## config.mk

```make
export PLATFORM = sky130hd
export DESIGN_NAME = retire_trace_capture_flat
export DESIGN_NICKNAME = d
export VERILOG_FILES = /design/src/rtl/retire_trace_capture_if.sv /design/src/rtl/retire_trace_capture.sv /design/src/flat_wrapper.sv
export SDC_FILE = /design/constraint.sdc
export NUM_CORES = 1
export LEC_CHECK = 0
export CAP_MARGIN = 20
export CORE_MARGIN = 5
export CORE_UTILIZATION = 63
export CTS_BUF_LIST = sky130_fd_sc_hd__clkbuf_4
export DETAILED_ROUTE_END_ITERATION = 16
export GPL_ROUTABILITY_DRIVEN = 1
export PLACE_DENSITY = 0.82
export SLEW_MARGIN = 20
export SYNTH_ARGS = -nofsm -noshare
export SYNTH_HDL_FRONTEND = slang
export SYNTH_SLANG_ARGS = --single-unit
```

## constraint.sdc

```tcl
create_clock -name clk -period 16.7 [get_ports clk]
set_input_delay 1.67 -clock clk [delete_from_list [all_inputs] [get_ports clk]]
set_output_delay 1.67 -clock clk [all_outputs]
set_load 0.01 [all_outputs]
```

## src/rtl/retire_trace_capture_if.sv

```systemverilog
// Trace record stream from the retirement monitor to a host/UART dumper.
// A record transfers on any rising edge where trace_valid and trace_ready are both 1;
// while trace_valid=1 and trace_ready=0 every payload signal holds stable.
interface retire_trace_capture_if;
  logic        trace_valid;
  logic        trace_ready;
  logic [31:0] trace_pc;
  logic [31:0] trace_instr;
  logic        trace_wen;
  logic [4:0]  trace_waddr;
  logic [31:0] trace_wdata;

  modport master (
    output trace_valid, trace_pc, trace_instr, trace_wen, trace_waddr, trace_wdata,
    input  trace_ready
  );

  modport slave (
    input  trace_valid, trace_pc, trace_instr, trace_wen, trace_waddr, trace_wdata,
    output trace_ready
  );
endinterface

```

## src/rtl/retire_trace_capture.sv

```systemverilog
// Retirement monitor: detects instruction boundaries on the core IR, packs
// {pc, instr, last reg write} into a record and buffers it for a stream consumer.
module retire_trace_capture #(
  parameter int          DEPTH     = 16,
  parameter logic [31:0] PC_OFFSET = 32'd8,
  parameter int          CNT_W     = 16,
  localparam int         AW        = $clog2(DEPTH)
) (
  input  logic                     clk,
  input  logic                     reset,
  input  logic                     capture_en,
  input  logic [31:0]              ir_out,
  input  logic [31:0]              pc_out,
  input  logic                     rf_we,
  input  logic [4:0]               rf_waddr,
  input  logic [31:0]              rf_wdata,
  retire_trace_capture_if.master   trace,
  output logic [AW:0]              fifo_level,
  output logic [CNT_W-1:0]         drop_cnt
);

  typedef struct packed {
    logic [31:0] pc;
    logic [31:0] instr;
    logic        wen;
    logic [4:0]  waddr;
    logic [31:0] wdata;
  } rec_t;

  localparam logic [AW:0] FULL_LVL = (AW + 1)'(DEPTH);

  logic [31:0]      r_prev_instr;
  logic             r_acc_wen;
  logic [4:0]       r_acc_waddr;
  logic [31:0]      r_acc_wdata;
  rec_t             r_mem [DEPTH];
  logic [AW-1:0]    r_wptr;
  logic [AW-1:0]    r_rptr;
  logic [AW:0]      r_level;
  logic [CNT_W-1:0] r_drop;

  logic w_bnd, w_wr, w_push, w_pop, w_full, w_valid, w_accept, w_drop;
  rec_t w_rec, w_head;

  assign w_bnd    = (ir_out != r_prev_instr);
  assign w_wr     = rf_we && (rf_waddr != 5'd0);
  assign w_full   = (r_level == FULL_LVL);
  assign w_valid  = (r_level != '0);
  assign w_push   = w_bnd && capture_en;
  assign w_pop    = w_valid && trace.trace_ready;
  // A full FIFO still accepts a push when the head leaves on the same edge.
  assign w_accept = w_push && (!w_full || w_pop);
  assign w_drop   = w_push && w_full && !w_pop;

  // The same-cycle write closes out the current record and wins over the accumulator.
  always_comb begin
    w_rec       = '0;
    w_rec.pc    = pc_out - PC_OFFSET;
    w_rec.instr = r_prev_instr;
    w_rec.wen   = w_wr || r_acc_wen;
    w_rec.waddr = w_wr ? rf_waddr : r_acc_waddr;
    w_rec.wdata = w_wr ? rf_wdata : r_acc_wdata;
  end

  always_ff @(posedge clk) begin
    if (reset) begin
      r_prev_instr <= '0;
      r_acc_wen    <= 1'b0;
      r_acc_waddr  <= '0;
      r_acc_wdata  <= '0;
      r_wptr       <= '0;
      r_rptr       <= '0;
      r_level      <= '0;
      r_drop       <= '0;
    end else begin
      if (w_bnd) begin
        r_prev_instr <= ir_out;
        r_acc_wen    <= 1'b0;
        r_acc_waddr  <= '0;
        r_acc_wdata  <= '0;
      end else if (w_wr) begin
        r_acc_wen    <= 1'b1;
        r_acc_waddr  <= rf_waddr;
        r_acc_wdata  <= rf_wdata;
      end
      if (w_accept) r_wptr <= r_wptr + 1'b1;
      if (w_pop)    r_rptr <= r_rptr + 1'b1;
      case ({w_accept, w_pop})
        2'b10:   r_level <= r_level + 1'b1;
        2'b01:   r_level <= r_level - 1'b1;
        default: r_level <= r_level;
      endcase
      if (w_drop && (r_drop != '1)) r_drop <= r_drop + 1'b1;
    end
  end

  always_ff @(posedge clk) begin
    if (w_accept && !reset) r_mem[r_wptr] <= w_rec;
  end

  // Payload is forced to zero while empty so stale entries never leak out.
  assign w_head            = w_valid ? r_mem[r_rptr] : '0;
  assign trace.trace_valid = w_valid;
  assign trace.trace_pc    = w_head.pc;
  assign trace.trace_instr = w_head.instr;
  assign trace.trace_wen   = w_head.wen;
  assign trace.trace_waddr = w_head.waddr;
  assign trace.trace_wdata = w_head.wdata;
  assign fifo_level        = r_level;
  assign drop_cnt          = r_drop;

endmodule

```

## src/flat_wrapper.sv

```systemverilog
// flat-port wrapper written by rule: the top's interface ports become plain ports
module retire_trace_capture_flat 
#(
  parameter int          DEPTH     = 16,
  parameter logic [31:0] PC_OFFSET = 32'd8,
  parameter int          CNT_W     = 16,
  localparam int         AW        = $clog2(DEPTH)
)
  (clk, reset, capture_en, ir_out, pc_out, rf_we, rf_waddr, rf_wdata, fifo_level, drop_cnt, trace_trace_valid, trace_trace_pc, trace_trace_instr, trace_trace_wen, trace_trace_waddr, trace_trace_wdata, trace_trace_ready);
  retire_trace_capture_if trace_i ();
  input  logic clk;
  input  logic reset;
  input  logic capture_en;
  input  logic [31:0] ir_out;
  input  logic [31:0] pc_out;
  input  logic rf_we;
  input  logic [4:0] rf_waddr;
  input  logic [31:0] rf_wdata;
  output logic [AW:0] fifo_level;
  output logic [CNT_W-1:0] drop_cnt;
  output wire logic [$bits(trace_i.trace_valid)-1:0] trace_trace_valid;
  output wire logic [$bits(trace_i.trace_pc)-1:0] trace_trace_pc;
  output wire logic [$bits(trace_i.trace_instr)-1:0] trace_trace_instr;
  output wire logic [$bits(trace_i.trace_wen)-1:0] trace_trace_wen;
  output wire logic [$bits(trace_i.trace_waddr)-1:0] trace_trace_waddr;
  output wire logic [$bits(trace_i.trace_wdata)-1:0] trace_trace_wdata;
  input wire logic [$bits(trace_i.trace_ready)-1:0] trace_trace_ready;
  assign trace_trace_valid = trace_i.trace_valid;
  assign trace_trace_pc = trace_i.trace_pc;
  assign trace_trace_instr = trace_i.trace_instr;
  assign trace_trace_wen = trace_i.trace_wen;
  assign trace_trace_waddr = trace_i.trace_waddr;
  assign trace_trace_wdata = trace_i.trace_wdata;
  assign trace_i.trace_ready = trace_trace_ready;
  retire_trace_capture #(.DEPTH(DEPTH), .PC_OFFSET(PC_OFFSET), .CNT_W(CNT_W)) u_core (.clk(clk), .reset(reset), .capture_en(capture_en), .ir_out(ir_out), .pc_out(pc_out), .rf_we(rf_we), .rf_waddr(rf_waddr), .rf_wdata(rf_wdata), .trace(trace_i), .fifo_level(fifo_level), .drop_cnt(drop_cnt));
endmodule
```

Word level (Yosys, flattened, before mapping)
Memories as Yosys holds them, arrays and structs flattened. A register that Yosys moved wholly into a read port is not among the register bits.
Cells that the tools add are included.
{ "word_totals": {"reg_bits": 99, "word_cells": 45, "in_bits": 106, "out_inout_bits": 124, "mem_bits_rw": 1632, "mem_count": 1} }
{ "memory_table": {"columns": ["memory", "words", "width", "rd", "rd_clocked_by_memory_dff", "wr", "line_no", "rtl"], "rows": [
  ["u_core.r_mem", 16, 102, 1, 1, 1, "retire_trace_capture.sv:36", "rec_t r_mem [DEPTH];"]
]} }
{ "classes": {"n_addsub": 6, "reduce_logical": 17, "mux": 8, "n_eq_ne": 5} }
{ "op_table": {"columns": ["op", "count"], "rows": [
  ["2-to-1 mux 102 bit", 1],
  ["2-to-1 mux 32 bit", 1],
  ["!= test 32 bit", 1],
  ["subtractor 32 x 4 -> 32 bit, second input constant", 1],
  ["adder 16 x 1 -> 16 bit, second input constant", 1],
  ["!= test 16 bit, second input constant", 1],
  ["case mux 5 bit (2 select lines)", 1],
  ["nonzero test 5 bit", 2],
  ["adder 4 x 1 -> 4 bit, second input constant", 2],
  ["logical AND 1 bit", 8],
  ["2-to-1 mux 4 bit", 2],
  ["adder 5 x 1 -> 5 bit, second input constant", 1],
  ["== test 5 bit, second input constant", 1],
  ["2-to-1 mux 5 bit", 1],
  ["subtractor 5 x 1 -> 5 bit, second input constant", 1],
  ["zero test 1 bit", 3],
  ["== test 2 x 1 -> 1 bit, second input constant", 1],
  ["== test 2 bit, second input constant", 1],
  ["logical OR 1 bit", 2],
  ["2-to-1 mux 1 bit", 2],
  ["nonzero test 2 bit", 1],
  ["OR reduction 2 bit", 1]
]} }

Logic depth before layout (Yosys ltp)
{ "depth": {"ltp_word": 7, "ltp_mapped": 11} }

Worst setup path before layout
Ideal clock, no wire load.
{ "synth_timing": {"kind": "input to register", "start": "in ir_out[17]", "end": "mem u_core.r_mem[1][0] (netlist bit), enable pin", "required_time_ns": 15.887, "path_slack_ns": 3.826, "n_path_buf": 1, "path_stages": 6, "arrival_ns": 12.061, "path_cell_list": "xor2_1 -> nor4_1 -> nand4_1 -> o21ai_0 -> clkbuf_1 -> nor4_1"} }
{ "synth_via": {"elab_chain_len": 6} }
{ "synth_rtl": {"columns": ["element", "line_no", "rtl"], "rows": [
  ["from (decl)", "flat_wrapper.sv:14", "input logic [31:0] ir_out;"],
  ["!= test 32 bit", "retire_trace_capture.sv:45", "assign w_bnd = (ir_out != r_prev_instr);"],
  ["logical AND 1 bit", "retire_trace_capture.sv:49", "assign w_push = w_bnd && capture_en;"],
  ["logical AND 1 bit", "retire_trace_capture.sv:52", "assign w_accept = w_push && (!w_full || w_pop);"],
  ["logical AND 1 bit", "retire_trace_capture.sv:98", "if (w_accept && !reset) r_mem[r_wptr] <= w_rec;"],
  ["2-to-1 mux 1 bit", "retire_trace_capture.sv:98", null],
  ["2-to-1 mux 1 bit (not written as such)", "retire_trace_capture.sv:98", null],
  ["to (decl)", "retire_trace_capture.sv:36", null]
]} }
Every way passes these cells.

==> flow_summary_export.csv <==
group,metric,value,unit
outcome,status,"complete, no violations",
timing,worstMarginPinSlew,1.13,ns
clock_network,htreeDepth,5,
timing,rsz0062_at_grt,"no",
worst_hold_path,min-delay-start,"u_core.r_acc_waddr[0]$_SDFF_PP0_",
global_route,antenna_found_initial,4,
timing,timing.final.crit_share,0.452,
floorplan,fp.dieArea,112000,µm²
yosys,ys_ff_latch,1735,
placed_design,gp_congestion,0.768,
critical_path,worstSetupStartpointType,"flip-flop",
critical_path,r2r_end,"u_core.fifo_level[4]$_SDFFE_PP0P_",
floorplan,rows,119,
final_layout,seq_area,51100,µm²
yosys,ys_top_cells_by_count,"edfxtp_1 (1632), mux4_2 (510), clkbuf_1 (108)",
job,max_cap_viol_count,0,
timing,max_slew_margin,0.240,
clock_network,cts_tree,"done",
yosys,synth.top_cell.area_share,0.736,
floorplan,io_pins,230,
timing,period_needed,7.54,ns
placed_design,io_buffer_count,229,
yosys,netlist_top_cells_area,"edfxtp_1 (74%), mux4_2 (17%), dfxtp_1 (3.1%), and2_1 (0.98%), xor2_1 (0.70%)",
timing,finalClockSkew,0.129,ns
floorplan,start_util,0.634,
final_layout,fin_area,76200,µm²
clock_network,clk_path_buf_depth,4,
global_route,overflow,0,
route,firstDrtPassIters,6,
yosys,ys_warn_count,0,
yosys,ys_async_sr_fraction,0,
timing,drv_slew,0,
clock_network,ctsHoldBuffers,0,
route,vias_per_cell,6.46,
critical_path,cp.required,15.03,ns
clock_network,root_buffer,"clkbuf_4",
final_layout,fin_util,0.725,
yosys,synth_compound_area_frac,0.00368,
yosys,synth-main-ff-cell,"edfxtp_1",
floorplan,fp.dieW,335,µm
final_layout,fillers,5745,
critical_path,crit_fanout,88,
yosys,synthesis.area,66600,µm²
placed_design,dp_slack,10.33,ns
floorplan,dieHeight,335,µm
critical_path,end_kind,"output pin",
floorplan,core,105000,µm²
global_route,grt_util_all_layers,0.278,
timing,setup_slack,9.16,ns
worst_hold_path,hold_path_class,"reg -> reg",
critical_path,reg2reg_depth,11,
yosys,syn_avg_cell_area,22.9,µm²
critical_path,crit-reg2reg-launch,"u_core.r_prev_instr[21]$_SDFFE_PP0N_",
critical_path,reg2reg_setup_slack,12.25,ns
yosys,synth_area_leader_cell,"edfxtp_1",
yosys,muxShareOfSynthArea,0.180,
final_layout,syn_to_final_growth,14.4,%
timing,setup_violations,0,
yosys,synth-adder-area-share,0.00218,
yosys,synth.most_common_cell,"edfxtp_1",
critical_path,crit_path_end,"trace_trace_pc[9]",
route,antenna_left,0,
timing,fin_hold_ws,0.471,ns
route,drt_wl_total,156,mm
placed_design,dpl.hpwl,78.2,mm
power_and_ir_drop,irDropWorstVdd,0.000213,V
yosys,synth_xor_xnor_area_share,0.00841,
clock_network,cts_buffers,423,
timing,fin_setup_tns,0,ns
global_route,grt_pass1_wl,228,mm
power_and_ir_drop,p_per_area,139,nW/µm²
clock_network,clock_sinks,1735,
clock_network,cts_resized,0,
power_and_ir_drop,p_leak,0.0243,µW
worst_hold_path,hold_depth,2,
final_layout,multi_input_area,15100,µm²
global_route,grt_max_degree,127,
yosys,synth_edf_count,1632,
route,drc_errors,0,
route,first_iter_violations,4587,
timing,fmax,0.133,GHz
route,wire_per_inst,30.0,µm
critical_path,crit_type,"reg -> out",
yosys,synth_simple_gate_area_share,0.0296,
global_route,first_global_vias,35800,
final_layout,finalNetCount,3604,
clock_network,cts.reportedPaths.clkPinSlew,0.07,ns
clock_network,clkLatencyLatePin,1.20,ns
timing,hold_viol,0,
route,vias,33500,
clock_network,post_cts_buffers,0,
critical_path,worst_ep_arrival_time,5.87,ns
placed_design,place_area,70700,µm²
yosys,synth_cell_types,42,
final_layout,drive_above_1_share,0.343,
yosys,synthCells,2910,
yosys,synth_top_family_by_area,"multiplexers",
yosys,syn_nets,3027,
yosys,ys_seq_area_frac,0.767,
## logic make-up (layout without fill, tap and decap cells)
| group | Yosys count | count (layout) |
|---|---|---|
| DFF | 1735 | 1735 |
| muxes | 556 | 556 |
| and+or+nand+nor | 343 | 343 |
| buffers and inverters | 160 | 1046 |
| xor gates and xnor gates | 64 | 64 |
| AOI/OAI and AO/OA | 41 | 41 |
| adders and majority gates | 11 | 11 |
| other | 0 | 4 |
## how the worst min path moves through the flow
stage / endpoint / slack (ns)
after floorplan: u_core.r_acc_waddr[0]$_SDFF_PP0_ / 0.44
after global placement: u_core.r_acc_waddr[1]$_SDFF_PP0_ / 0.45
after detailed placement: u_core.r_acc_waddr[0]$_SDFF_PP0_ / 0.46
after CTS: u_core.r_acc_waddr[0]$_SDFF_PP0_ / 0.47
after global routing: u_core.r_acc_waddr[1]$_SDFF_PP0_ / 0.50
final: u_core.r_acc_waddr[0]$_SDFF_PP0_ / 0.47
## area by class of cell
cell class | instances | share of cell area
clock inverter | 119 | 0.00816
inverter | 11 | 0.000542
clock buffer | 615 | 0.0606
multi-input combinational | 1015 | 0.199
tap | 1391 | 0.0228
sequential | 1735 | 0.671
timing repair buffer | 301 | 0.0386
antenna | 4 | 0.000131
## worst max-delay path, cell delays in order (launching register included)
cell and delay, ns:
dfxtp_4 0.87, buf_12 0.37, buf_16 0.46, buf_12 0.38, buf_16 0.47, mux4_2 0.65
mux4_2 0.48, and2_1 0.22, clkdlybuf4s50_1 0.50
## metal layers
| metal | up-vias | GRT usage | part of all wire |
|---|---|---|---|
| met5 | - | 0 | 0 |
| met4 | 0 | 0.0874 | 0.021 |
| met3 | 234 | 0.0663 | 0.10 |
| met2 | 2277 | 0.466 | 0.52 |
| met1 | 17300 | 0.371 | 0.36 |
| li1 | 13700 | - | - |
## through the flow
step | total power [µW] | std cells
detailed placement | 7270 | 4448
global route | 11000 | 5190
finish | 10600 | 5191
floorplan | 6380 | 2910
CTS | 10600 | 5182
global placement | 7210 | 4448
## cells in the final DEF, fill, tap and decap left out, drive strengths merged, types with 2 or more instances in the layout
master / netlist / layout
inv: 11 / 13
a21oi: 17 / 17
mux2: 39 / 39
ha: 10 / 10
o21ai: 11 / 11
and2: 104 / 104
o41ai: 2 / 2
or3: 13 / 13
o31a: 2 / 2
nand2: 45 / 45
nand3b: 2 / 2
dfxtp: 103 / 103
xor2: 53 / 53
a21o: 2 / 2
mux4: 510 / 510
diode: 0 / 4
clkinv: 0 / 107
buf: 41 / 72
o21a: 2 / 2
clkinvlp: 0 / 5
nand4: 8 / 8
bufinv: 0 / 5
nor2b: 37 / 37
mux2i: 7 / 7
clkdlybuf4s50: 0 / 228
clkbuf: 108 / 616
xnor2: 11 / 11
nor4: 25 / 25
nor2: 31 / 31
and3: 37 / 37
edfxtp: 1632 / 1632
nand3: 8 / 8
nand2b: 3 / 3
or4: 10 / 10
nor3: 19 / 19
## report_power, final
part,internal (µW),switching (µW)
Clock,1760,1620
Sequential,4820,81.1
Combinational,1210,1070
Total,7790,2770
## sequential cells by signal, indices dropped and copies added, names as in the netlist, named ones only
| name | flops |
|---|---|
| u_core.r_acc_waddr | 5 |
| u_core.r_acc_wen | 1 |
| u_core.fifo_level | 5 |
| u_core.drop_cnt | 16 |
| u_core.r_acc_wdata | 32 |
| u_core.r_mem | 1632 |
| u_core.r_wptr | 4 |
| u_core.r_prev_instr | 32 |
| u_core.r_rptr | 4 |
Power figures use the tool's default switching activity.
